==> src/rtl/c17_bist_pkg.sv <==
// Shared types and constants for the c17 BIST sequencer and its MISR.
package c17_bist_pkg;

    typedef enum logic [1:0] {
        ST_IDLE    = 2'b00,
        ST_SETTLE  = 2'b01,
        ST_CAPTURE = 2'b10,
        ST_FINISH  = 2'b11
    } bist_state_t;

    localparam int          DEF_SIG_W    = 16;
    localparam logic [15:0] DEF_POLY     = 16'h1021;
    localparam int          SETTLE_CNT_W = 4;

    // Bit positions of the c17 pins inside vec_out / resp_in.
    localparam int VEC_N1   = 0;
    localparam int VEC_N2   = 1;
    localparam int VEC_N3   = 2;
    localparam int VEC_N6   = 3;
    localparam int VEC_N7   = 4;
    localparam int RESP_N22 = 0;
    localparam int RESP_N23 = 1;

endpackage

==> src/rtl/c17_misr.sv <==
// Multiple-input signature register compacting the c17 response stream.
module c17_misr
    import c17_bist_pkg::*;
#(
    parameter int             SIG_W = DEF_SIG_W,
    parameter int             DIN_W = 2,
    parameter logic [SIG_W-1:0] POLY = SIG_W'(DEF_POLY),
    parameter logic [SIG_W-1:0] SEED = '0
) (
    input  logic             clk,
    input  logic             rst,
    input  logic             clear,
    input  logic             en,
    input  logic [DIN_W-1:0] din,
    output logic [SIG_W-1:0] sig
);

    logic [SIG_W-1:0] feedback;

    assign feedback = sig[SIG_W-1] ? POLY : '0;

    // Clear takes priority so a new run always starts from SEED.
    always_ff @(posedge clk or posedge rst) begin
        if (rst) begin
            sig <= SEED;
        end else if (clear) begin
            sig <= SEED;
        end else if (en) begin
            sig <= {sig[SIG_W-2:0], 1'b0} ^ feedback ^ SIG_W'(din);
        end
    end

endmodule

==> src/rtl/c17_bist_ctrl.sv <==
// BIST sequencer: sweeps every c17 input vector, compacts the responses
// into a MISR and compares the final signature against a golden value.
module c17_bist_ctrl
    import c17_bist_pkg::*;
#(
    parameter int               NUM_IN     = 5,
    parameter int               NUM_OUT    = 2,
    parameter int               SIG_W      = DEF_SIG_W,
    parameter logic [SIG_W-1:0] POLY       = SIG_W'(DEF_POLY),
    parameter logic [SIG_W-1:0] SEED       = '0,
    parameter int               SETTLE     = 1,
    parameter logic [SIG_W-1:0] GOLDEN_SIG = '0
) (
    input  logic               clk,
    input  logic               rst,
    input  logic               start,
    output logic [NUM_IN-1:0]  vec_out,
    input  logic [NUM_OUT-1:0] resp_in,
    output logic [NUM_IN-1:0]  vec_idx,
    output logic               busy,
    output logic               done,
    output logic               pass,
    output logic [SIG_W-1:0]   signature
);

    localparam logic [SETTLE_CNT_W-1:0] SETTLE_LAST = SETTLE_CNT_W'(SETTLE);
    localparam logic [NUM_IN-1:0]       LAST_VEC    = '1;

    bist_state_t             state;
    logic [SETTLE_CNT_W-1:0] settle_cnt;
    logic                    misr_clear;
    logic                    misr_en;

    assign misr_clear = (state == ST_IDLE) && start;
    assign misr_en    = (state == ST_CAPTURE);
    assign vec_out    = vec_idx;

    c17_misr #(
        .SIG_W (SIG_W),
        .DIN_W (NUM_OUT),
        .POLY  (POLY),
        .SEED  (SEED)
    ) u_misr (
        .clk   (clk),
        .rst   (rst),
        .clear (misr_clear),
        .en    (misr_en),
        .din   (resp_in),
        .sig   (signature)
    );

    // The MISR shifts on the same edge that leaves CAPTURE, so FINISH
    // already sees the signature including the last vector.
    always_ff @(posedge clk or posedge rst) begin
        if (rst) begin
            state      <= ST_IDLE;
            vec_idx    <= '0;
            settle_cnt <= '0;
            busy       <= 1'b0;
            done       <= 1'b0;
            pass       <= 1'b0;
        end else begin
            case (state)
                ST_IDLE: begin
                    if (start) begin
                        state      <= ST_SETTLE;
                        vec_idx    <= '0;
                        settle_cnt <= '0;
                        busy       <= 1'b1;
                        done       <= 1'b0;
                        pass       <= 1'b0;
                    end
                end
                ST_SETTLE: begin
                    if (settle_cnt == SETTLE_LAST) begin
                        state <= ST_CAPTURE;
                    end else begin
                        settle_cnt <= settle_cnt + SETTLE_CNT_W'(1);
                    end
                end
                ST_CAPTURE: begin
                    if (vec_idx == LAST_VEC) begin
                        state <= ST_FINISH;
                    end else begin
                        vec_idx    <= vec_idx + NUM_IN'(1);
                        settle_cnt <= '0;
                        state      <= ST_SETTLE;
                    end
                end
                ST_FINISH: begin
                    pass    <= (signature == GOLDEN_SIG);
                    done    <= 1'b1;
                    busy    <= 1'b0;
                    vec_idx <= '0;
                    state   <= ST_IDLE;
                end
                default: begin
                    state <= ST_IDLE;
                end
            endcase
        end
    end

endmodule

==> config.mk <==
export PLATFORM = sky130hd
export DESIGN_NAME = c17_bist_ctrl
export DESIGN_NICKNAME = d
export VERILOG_FILES = /design/src/rtl/c17_bist_pkg.sv /design/src/rtl/c17_misr.sv /design/src/rtl/c17_bist_ctrl.sv
export SDC_FILE = /design/constraint.sdc
export NUM_CORES = 1
export LEC_CHECK = 0
export CAP_MARGIN = 20
export CORE_ASPECT_RATIO = 1.5
export CORE_UTILIZATION = 49
export CTS_CLUSTER_SIZE = 10
export DETAILED_ROUTE_END_ITERATION = 6
export GPL_TIMING_DRIVEN = 0
export PLACE_DENSITY = 0.91
export SYNTH_ARGS = -nofsm -noshare
export SYNTH_HDL_FRONTEND = slang
export SYNTH_SLANG_ARGS = --single-unit
==> constraint.sdc <==
create_clock -name clk -period 1.9 [get_ports clk]
set_input_delay 0.285 -clock clk [delete_from_list [all_inputs] [get_ports clk]]
set_output_delay 0.285 -clock clk [all_outputs]
set_load 0.01 [all_outputs]
# ---- Yosys cells after proc, flatten, opt, wreduce, memory -nomap -nowiden
# Cells that the tools add are included.
dict set report totals {
  input_bits 5
  regBits 30
  output_inout_bits 29
  word_cells 50
}
dict set report classes {
  reduce_logical 11
  n_eq_ne 9
  mux 19
  addsub 2
  bitwise_logic 2
}
# cell count
set op_table {}
lappend op_table {{2-to-1 mux 16 bit} 2}
lappend op_table {{logical NOT 16 bit} 1}
lappend op_table {{XOR 16 bit} 1}
lappend op_table {{XOR 16 x 2 -> 16 bit} 1}
lappend op_table {{case mux 5 bit (3 select lines)} 1}
lappend op_table {{2-to-1 mux 13 bit} 1}
lappend op_table {{2-to-1 mux 4 bit} 3}
lappend op_table {{case mux 4 bit (3 select lines)} 1}
lappend op_table {{2-to-1 mux 5 bit} 2}
lappend op_table {{!= test 2 bit (second input constant)} 4}
lappend op_table {{case mux 2 bit (4 select lines)} 1}
lappend op_table {{2-to-1 mux 2 bit} 3}
lappend op_table {{case mux 1 bit (2 select lines)} 3}
lappend op_table {{nonzero test 3 bit} 2}
lappend op_table {{adder 5 x 1 -> 5 bit (second input constant)} 1}
lappend op_table {{equality test 5 bit (second input constant)} 1}
lappend op_table {{adder 4 x 1 -> 4 bit (second input constant)} 1}
lappend op_table {{equality test 2 bit (second input constant)} 2}
lappend op_table {{equality test 4 x 1 -> 1 bit (second input constant)} 1}
lappend op_table {{AND reduction 2 bit} 2}
lappend op_table {{AND reduction 4 bit} 1}
lappend op_table {{nonzero test 2 bit} 2}
lappend op_table {{AND reduction 3 bit} 1}
lappend op_table {{equality test 2 x 1 -> 1 bit (second input constant)} 1}
lappend op_table {{3 further kinds} 4}

# ---- Logic depth before layout (Yosys ltp)
# Gate-level depths: netlist of run 1.
dict set report logic_depth {
  ltp_word 5
  mapped_depth 7
  ltp_nobuf 7
}

# ---- By module
# A second synthesis of run 1 with hierarchy kept.
dict set report unflattened {
  cells_unflattened 148
  hier_area_um2 1536.5
}
# mod area_each_um2 n_inst cells_each seq_area_each_um2
set modules_own_cells {}
lappend modules_own_cells {c17_bist_ctrl 847.1 1 91 350.3}
lappend modules_own_cells {c17_misr 689.4 1 57 400.4}

# ---- Worst setup path after synthesis of run 1
# Ideal clock, no wire load.
dict set report synth_path {
  path_type {register to register}
  from {register vec_idx[0]}
  to {register vec_idx[3]}
  stages_incl_launch_ff 7
  arrival_ns 1.560
  setup_slack_ns 0.219
  setup_time_ns 0.121
  period_less_slack_ns 1.681
  path_buffers 0
  required_time_ns 1.779
  path_cell_list {dfrtp_1 > ha_1 > and3_1 > ha_1 > nand4b_1 > xnor2_1 > a22o_1}
}
dict set report synth_via {
  elab_chain_len 3
  word_cells_on_any_way 6
  cone_classes {1 x add/sub; 2 x eq/ne; 2 x mux; 1 x reduce/logical}
}
# element line_no
set synth_rtl {}
lappend synth_rtl {{from (decl)} c17_bist_ctrl.sv:19} ;# output logic [NUM_IN-1:0] vec_idx,
lappend synth_rtl {{from (signal assigned)} c17_bist_ctrl.sv:85} ;# vec_idx <= vec_idx + NUM_IN'(1);
lappend synth_rtl {{adder 5 x 1 -> 5 bit or equality test 5 bit (tied branches)} {c17_bist_ctrl.sv:85, c17_bist_ctrl.sv:82}}
lappend synth_rtl {{2-to-1 mux 5 bit or != test 2 bit (tied branches)} n/a}
lappend synth_rtl {{case mux 5 bit (3 select lines) or AND reduction 3 bit (tied branches)} n/a}
# Parallel ways exist; a longest one is shown, timed or not. The select of a mux whose other input is x is not followed.
# A chain may end at the register's enable or synchronous reset.

# ---- Final worst setup path of run 1
# Ends and elaborated chain as after synthesis.

==> results.md, run 1 <==
* Synth Cell Area at 1430 um^2
* Cell leakage power at 0.000856 uW
* Number of max-cap violations at 0
* Final core area utilization at 71.3%
* Crit path kind: register to register
* Post-synthesis sequential area ratio at 52.4%
* Relative area change from synthesis to final layout at 36.1%
* Mapped Avg Cell Area at 11.6 um^2
* First-pass GRT wire length at 5180 um
* Power per cell area at 774 nW/um^2
* Final weighted congestion in routability-driven placement at 0.817
* GRT overflow at 0
* Slew at the pin with the worst max-slew slack at 0.378 ns
* Portion of synthesized cell area occupied by the leading cell type at 52.4%
* HPWL after DPL at 2290 um
* Source of the worst register-to-register timing path: vec_idx[0]$_DFFE_PP0P_
* Data arrival at the endpoint of the critical path at 1.96 ns
* Worst slew margin relative to its limit at 74.8%
* Die Outline Area at 3150 um^2
* Post-detailed-route DRC marker count at 0
* Type of element launching the critical path: register
* Remaining number of nets flagged by the antenna check after routing at 0
* Max Transition Viols Final at 0
* Result of the run: finished, final reports clean
* Maximum fanout count along the critical path at 6
* Distinct cells, synth at 32
* Reg2Reg Capture Point: vec_idx[3]$_DFFE_PP0P_
* Design Area, Final at 1950 um^2
* Clock tree from TritonCTS: built
* Type of destination of the critical path: register
* Count of warnings emitted by yosys at 0
* H-tree Lvls at 2
* Required arrival time at the worst endpoint at 2.08 ns
* Worst setup startpoint: vec_idx[0]$_DFFE_PP0P_
* Number of flops mapped to enable cells by yosys at 0
* Final min period at 1.78 ns
* Clk buf depth at 2
* Top FF cell, synth: sky130_fd_sc_hd__dfrtp_1
* Post-synthesis async set-or-reset flop share at 100%
* Global-route usage over all layers at 24.0%
* Port bufs at 33
* Number of violations reported at the end of detailed-routing iteration 0 at 13
* Initial standard-cell utilization of the core at 52.4%
* Final period util at 93.9%
* Number of buffers inserted during clock tree synthesis at 5
* FP Rows at 23
* Number of hold buffers added after cts at 0
* Number of global-route vias before repair at 1161
* Synthesized net count at 132
* Antenna violations before repair at 0
* Hold Crit Class: input pin to asynchronous set/reset pin
* Biggest area consumer among synthesized cells: sky130_fd_sc_hd__dfrtp_1
* Reg2reg path depth at 6
* Post-CTS clock slew at the launch and capture registers of the worst setup and hold paths at 0.06 ns
* Via density per instance at 5.50
* Maximum number of pins on one net before global-route repair at 31
* Avg WL per Cell at 15.4 um
* Final hold violation count at 0
* Floorplan die height at 68.2 um
* Total vias in the final route at 1111
* Wire length reported by the detailed router at 3120 um
* Length of the first detailed-routing pass in iterations at 4
* Number of setup violations in the final report at 0
* Number of top-level pins at 34
* Register-to-Register Setup Slack at 0.12 ns
* Std-Cell Core Area at 2730 um^2
* Unrepaired setup endpoints after global routing: false
* Clock root buffer master: sky130_fd_sc_hd__clkbuf_8
* X dimension of the die at 46.2 um
* Destination of the critical timing path: vec_idx[3]$_DFFE_PP0P_
* Synthesized flop and latch total at 30
* Share of final-layout standard cells stronger than drive strength 1 at 15.8%
* Post-route clock skew at 0.00434 ns
* Final layout net count at 173
* Upper clock frequency limit at 560 MHz
* Sum Neg Setup Slack at 0 ns
* Antenna Cells at 0
* Count of mapped cells out of synthesis at 123
* Peak ir drop on the vdd network at 0.000674 V
* Leading post-synthesis cells by cell area: sky130_fd_sc_hd__dfrtp_1, sky130_fd_sc_hd__a22o_1, sky130_fd_sc_hd__buf_4
* Latest clock arrival within the worst-skew pair at 0.29 ns
* Post-Place Cell Area at 1810 um^2
* Sink count of the clock tree at 30
[what timing repair did]
action | CTS | global route
setup endpoints to repair | 0 | 1
setup buffers | 0 | 0
resized for setup | 0 | 2
[cells by family (layout without fill, tap and decap cells)]
family                     after synthesis  after routing  share of synthesized area, %
muxes                                    2              2                          1.75
adders and majority gates                4              4                          3.49
buffers and inverters                   16             58                          7.60
and+or+nand+nor                         31             31                          13.0
AOI/OAI and AO/OA                       35             35                          18.7
xor gates and xnor gates                 5              5                          3.06
DFF                                     30             30                          52.4
[stage by stage]
stage                     worst slack, ns  hold WS (ns)  power [uW]  std cells
after floorplan                     0.219         0.376         799        123
after global placement              0.160         0.507         898        193
after detailed placement            0.132         0.517         905        193
after CTS                           0.116         0.532        1510        201
after global routing              0.00816         0.309        1570        202
final                               0.115         0.269        1510        202
[Yosys cell counts (all sizes together), types with 3 or more instances]
| library cell | number |
|---|---|
| a21oi | 5 |
| a22o | 20 |
| buf | 10 |
| dfrtp | 30 |
| ha | 4 |
| inv | 5 |
| nand2 | 4 |
| nand2b | 4 |
| nor2 | 5 |
| nor2b | 6 |
| nor4 | 4 |
| o21ai | 6 |
| o22ai | 3 |
| xor2 | 4 |
[cells in the final DEF, fill, tap and decap left out, types with 2 or more instances in the layout]
| master | count |
|---|---|
| sky130_fd_sc_hd__nor4_1 | 4 |
| sky130_fd_sc_hd__nor2b_2 | 2 |
| sky130_fd_sc_hd__clkdlybuf4s50_1 | 33 |
| sky130_fd_sc_hd__inv_1 | 4 |
| sky130_fd_sc_hd__nand2b_1 | 4 |
| sky130_fd_sc_hd__o21ai_1 | 3 |
| sky130_fd_sc_hd__a22o_1 | 20 |
| sky130_fd_sc_hd__nor2b_1 | 3 |
| sky130_fd_sc_hd__clkbuf_8 | 8 |
| sky130_fd_sc_hd__a21oi_1 | 5 |
| sky130_fd_sc_hd__buf_4 | 7 |
| sky130_fd_sc_hd__nand3_1 | 2 |
| sky130_fd_sc_hd__o22ai_1 | 3 |
| sky130_fd_sc_hd__o21ai_0 | 2 |
| sky130_fd_sc_hd__dfrtp_1 | 30 |
| sky130_fd_sc_hd__xor2_1 | 4 |
| sky130_fd_sc_hd__nor2_1 | 4 |
| sky130_fd_sc_hd__nand2_1 | 4 |
| sky130_fd_sc_hd__buf_6 | 3 |
| sky130_fd_sc_hd__nand4b_1 | 2 |
| sky130_fd_sc_hd__ha_1 | 4 |
[worst max-delay path: stages, from the launching register on]
cell and delay, ns:
sky130_fd_sc_hd__dfrtp_1 0.43, sky130_fd_sc_hd__ha_1 0.25, sky130_fd_sc_hd__and3_1 0.20, sky130_fd_sc_hd__ha_1 0.26
sky130_fd_sc_hd__nand4b_1 0.21, sky130_fd_sc_hd__xnor2_1 0.15, sky130_fd_sc_hd__a22o_1 0.17
[power by group]
group / switching, uW / leakage [uW] / internal [uW]
clock: 242 / 0.0000575 / 365
sequential: 45.4 / 0.000351 / 676
combinational: 68.8 / 0.000447 / 111
[final cells by class]
type	count	area (um^2)
fillers	202	785
flip-flops and latches	30	751
multi-input cells	77	576
repair buffers	34	358
clock buffers	8	110
plain buffers	11	90.1
well taps	37	46.3
inverters	5	18.8
[state kept, by name, summed over array words and instances (netlist names)]
register,count
settle_cnt,4
pass,1
u_misr.sig,16
busy,1
done,1
vec_idx,5
state,2
[metal layers]
metal | vias to the layer above | global-route usage, % | wire length (um)
met5 | - | 0 | 0
met4 | 0 | 15.8 | 91
met3 | 8 | 7.92 | 148
met2 | 37 | 38.9 | 1670
met1 | 545 | 25.7 | 1200
li1 | 521 | - | -
[worst min path at each step]
stage,depth (start not counted),to,start
floorplan,1,busy$_DFFE_PP0P_,rst
global placement,2,pass$_DFFE_PP0P_,pass$_DFFE_PP0P_
detailed placement,2,pass$_DFFE_PP0P_,pass$_DFFE_PP0P_
CTS,2,pass$_DFFE_PP0P_,pass$_DFFE_PP0P_
global route,2,settle_cnt[2]$_DFFE_PP0P_,rst
finish,2,done$_DFFE_PP0P_,rst
No activity file was read; power rests on OpenSTA's default activity.
==> run 2, diff against run 1 <==
--- a/config.mk
+++ b/config.mk
@@ -10,8 +10,10 @@
 export CORE_UTILIZATION = 49
 export CTS_CLUSTER_SIZE = 10
 export DETAILED_ROUTE_END_ITERATION = 6
+export GPL_ROUTABILITY_DRIVEN = 0
 export GPL_TIMING_DRIVEN = 0
 export PLACE_DENSITY = 0.91
+export RECOVER_POWER = 100
 export SYNTH_ARGS = -nofsm -noshare
 export SYNTH_HDL_FRONTEND = slang
 export SYNTH_SLANG_ARGS = --single-unit
==> run 2 against run 1 <==
- maximum frequency up 0.75%
- highest routed layer unchanged
- sequential power about the same
- first-iteration DRC count down 23%
- largest power group unchanged
- largest cell class unchanged
- wire length down 0.48%
- setup slack better by 0.013 ns
- critical path type unchanged
==> results.md, run 2 (synthesis gave the netlist of run 1 again) <==
* Cell leakage power at 0.000856 uW
* Power per cell area at 780 nW/um^2
* Via density per instance at 5.57
* Sink count of the clock tree at 30
* Number of violations reported at the end of detailed-routing iteration 0 at 10
* CP Buf/Inv Count at 0
* Length of the first detailed-routing pass in iterations at 3
* Relative area change from synthesis to final layout at 33.0%
* Final period util at 93.2%
* Post-Place Cell Area at 1810 um^2
* Unrepaired setup endpoints after global routing: false
* Initial standard-cell utilization of the core at 52.4%
* Reg2reg path depth at 6
* Remaining number of nets flagged by the antenna check after routing at 0
* Setup bufs post-CTS at 0
* First-pass GRT wire length at 5180 um
* Slew at the pin with the worst max-slew slack at 0.998 ns
* Total vias in the final route at 1126
* Share of final-layout standard cells stronger than drive strength 1 at 12.7%
* Hold Crit Class: input pin to asynchronous set/reset pin
* X dimension of the die at 46.2 um
* Latest clock arrival within the worst-skew pair at 0.29 ns
* Maximum fanout count along the critical path at 6
* Post-route clock skew at 0.00488 ns
* Clock root buffer master: sky130_fd_sc_hd__clkbuf_8
* Clock tree from TritonCTS: built
* Post-detailed-route DRC marker count at 0
* Final hold violation count at 0
* Top cell family by delay on the critical path: adder cells
* Source of the worst register-to-register timing path: vec_idx[0]$_DFFE_PP0P_
* Worst path depth at 6
* Wire length reported by the detailed router at 3100 um
* Clk buf depth at 2
* Most common cell after layout, fill and taps aside: sky130_fd_sc_hd__dlygate4sd3_1
* Worst setup slack before clock tree synthesis at 0.132 ns
* Sum Neg Setup Slack at 0 ns
* Final core area utilization at 69.7%
* Avg WL per Cell at 15.3 um
* Crit path kind: register to register
* Register-to-Register Setup Slack at 0.13 ns
* Required arrival time at the worst endpoint at 2.08 ns
* Post-CTS clock slew at the launch and capture registers of the worst setup and hold paths at 0.06 ns
* Layout fillers at 211
* Port bufs at 33
* Peak ir drop on the vdd network at 0.000664 V
* Number of top-level pins at 34
* GRT overflow at 0
* Upper clock frequency limit at 565 MHz
* Register with the most flip-flops: u_misr.sig
* Result of the run: finished, final reports clean
* Critical Path Most Common Cell: sky130_fd_sc_hd__ha_1
* Worst setup startpoint: vec_idx[0]$_DFFE_PP0P_
* Final layout net count at 173
* Final min period at 1.77 ns
* Layout Cells excl Fill at 202
* Post-Place Cells at 193
* Data arrival at the endpoint of the critical path at 1.95 ns
* Antenna Cells at 0
* Number of buffers inserted during clock tree synthesis at 5
* Worst slew margin relative to its limit at 33.4%
* Design Area, Final at 1910 um^2
* Number of global-route vias before repair at 1161
* Destination of the critical timing path: vec_idx[3]$_DFFE_PP0P_
* Flip-flop count of the largest register, all copies and words added at 16
* Sequence of cells on the critical path: ha_1 -> and3_1 -> ha_1 -> nand4b_1 -> xnor2_1 -> a22o_1
* Top Registers: u_misr.sig (16), vec_idx (5), settle_cnt (4)
* Floorplan die height at 68.2 um
* Worst-path cell with the longest stage delay: sky130_fd_sc_hd__dfrtp_1
* FP Rows at 23
* Std-Cell Core Area at 2730 um^2
* Maximum number of pins on one net before global-route repair at 31
* Type of element launching the critical path: register
* HPWL after DPL at 2290 um
* Type of destination of the critical path: register
* Reg2Reg Capture Point: vec_idx[3]$_DFFE_PP0P_
* Leading cell types in the layout, fill and taps excluded: sky130_fd_sc_hd__dlygate4sd3_1, sky130_fd_sc_hd__dfrtp_1, sky130_fd_sc_hd__a22o_1
* Post-route worst setup slack at 0.129 ns
* Global-route usage over all layers at 24.0%
* Number of max-cap violations at 0
* Die Outline Area at 3150 um^2
* Largest stage delay, worst path at 0.42 ns
* Antenna violations before repair at 0
* Number of setup violations in the final report at 0
* H-tree Lvls at 2
* Max Transition Viols Final at 0
run 2: layer usage:
metal	vias to the layer above	track usage [%]	wire, um
met1	557	25.7	1170
met3	8	7.92	157
met4	0	15.8	91
met2	39	38.9	1690
met5	-	0	0
li1	522	-	-
run 2: what timing repair did:
item | in CTS | in global routing
hold endpoints to repair | 0 | 0
gates resized for setup | 0 | 2
setup endpoints to repair | 0 | 1
hold buffers | 0 | 0
run 2: layout make-up:
class | count | area [um^2] | share of cell area [%]
multi-input combinational | 77 | 561 | 29.4
sequential | 30 | 751 | 39.4
timing repair buffer | 34 | 343 | 18.0
inverter | 5 | 18.8 | 0.985
buffer | 11 | 76.3 | 4.01
tap | 37 | 46.3 | 2.43
clock buffer | 8 | 110 | 5.78
run 2: worst reg2reg max path, cell delays in order (launching register included):
cell and delay [ns]:
sky130_fd_sc_hd__dfrtp_1 0.42, sky130_fd_sc_hd__ha_1 0.25, sky130_fd_sc_hd__and3_1 0.20, sky130_fd_sc_hd__ha_1 0.26
sky130_fd_sc_hd__nand4b_1 0.22, sky130_fd_sc_hd__xnor2_1 0.15, sky130_fd_sc_hd__a22o_1 0.17
run 2: how the worst min path moves through the flow:
| stage | startpoint | to | slack, ns | cells past startpoint |
|---|---|---|---|---|
| finish | rst | done$_DFFE_PP0P_ | 0.36 | 2 |
| global route | rst | settle_cnt[2]$_DFFE_PP0P_ | 0.40 | 2 |
| CTS | pass$_DFFE_PP0P_ | pass$_DFFE_PP0P_ | 0.53 | 2 |
| detailed placement | pass$_DFFE_PP0P_ | pass$_DFFE_PP0P_ | 0.52 | 2 |
| global placement | pass$_DFFE_PP0P_ | pass$_DFFE_PP0P_ | 0.51 | 2 |
| floorplan | rst | busy$_DFFE_PP0P_ | 0.38 | 1 |
run 2: power breakdown:
part           switching, uW  internal, uW  total [uW]
Combinational           67.3          92.4         160
Clock                    242           365         607
Sequential              43.5           676         719
Total                    352          1130        1490
run 2: stage by stage:
stage / hold slack, ns / power [uW]
3_5_place_dp: 0.517 / 905
5_1_grt: 0.401 / 1540
2_1_floorplan: 0.376 / 799
3_3_place_gp: 0.507 / 898
4_1_cts: 0.532 / 1510
6_report: 0.362 / 1490
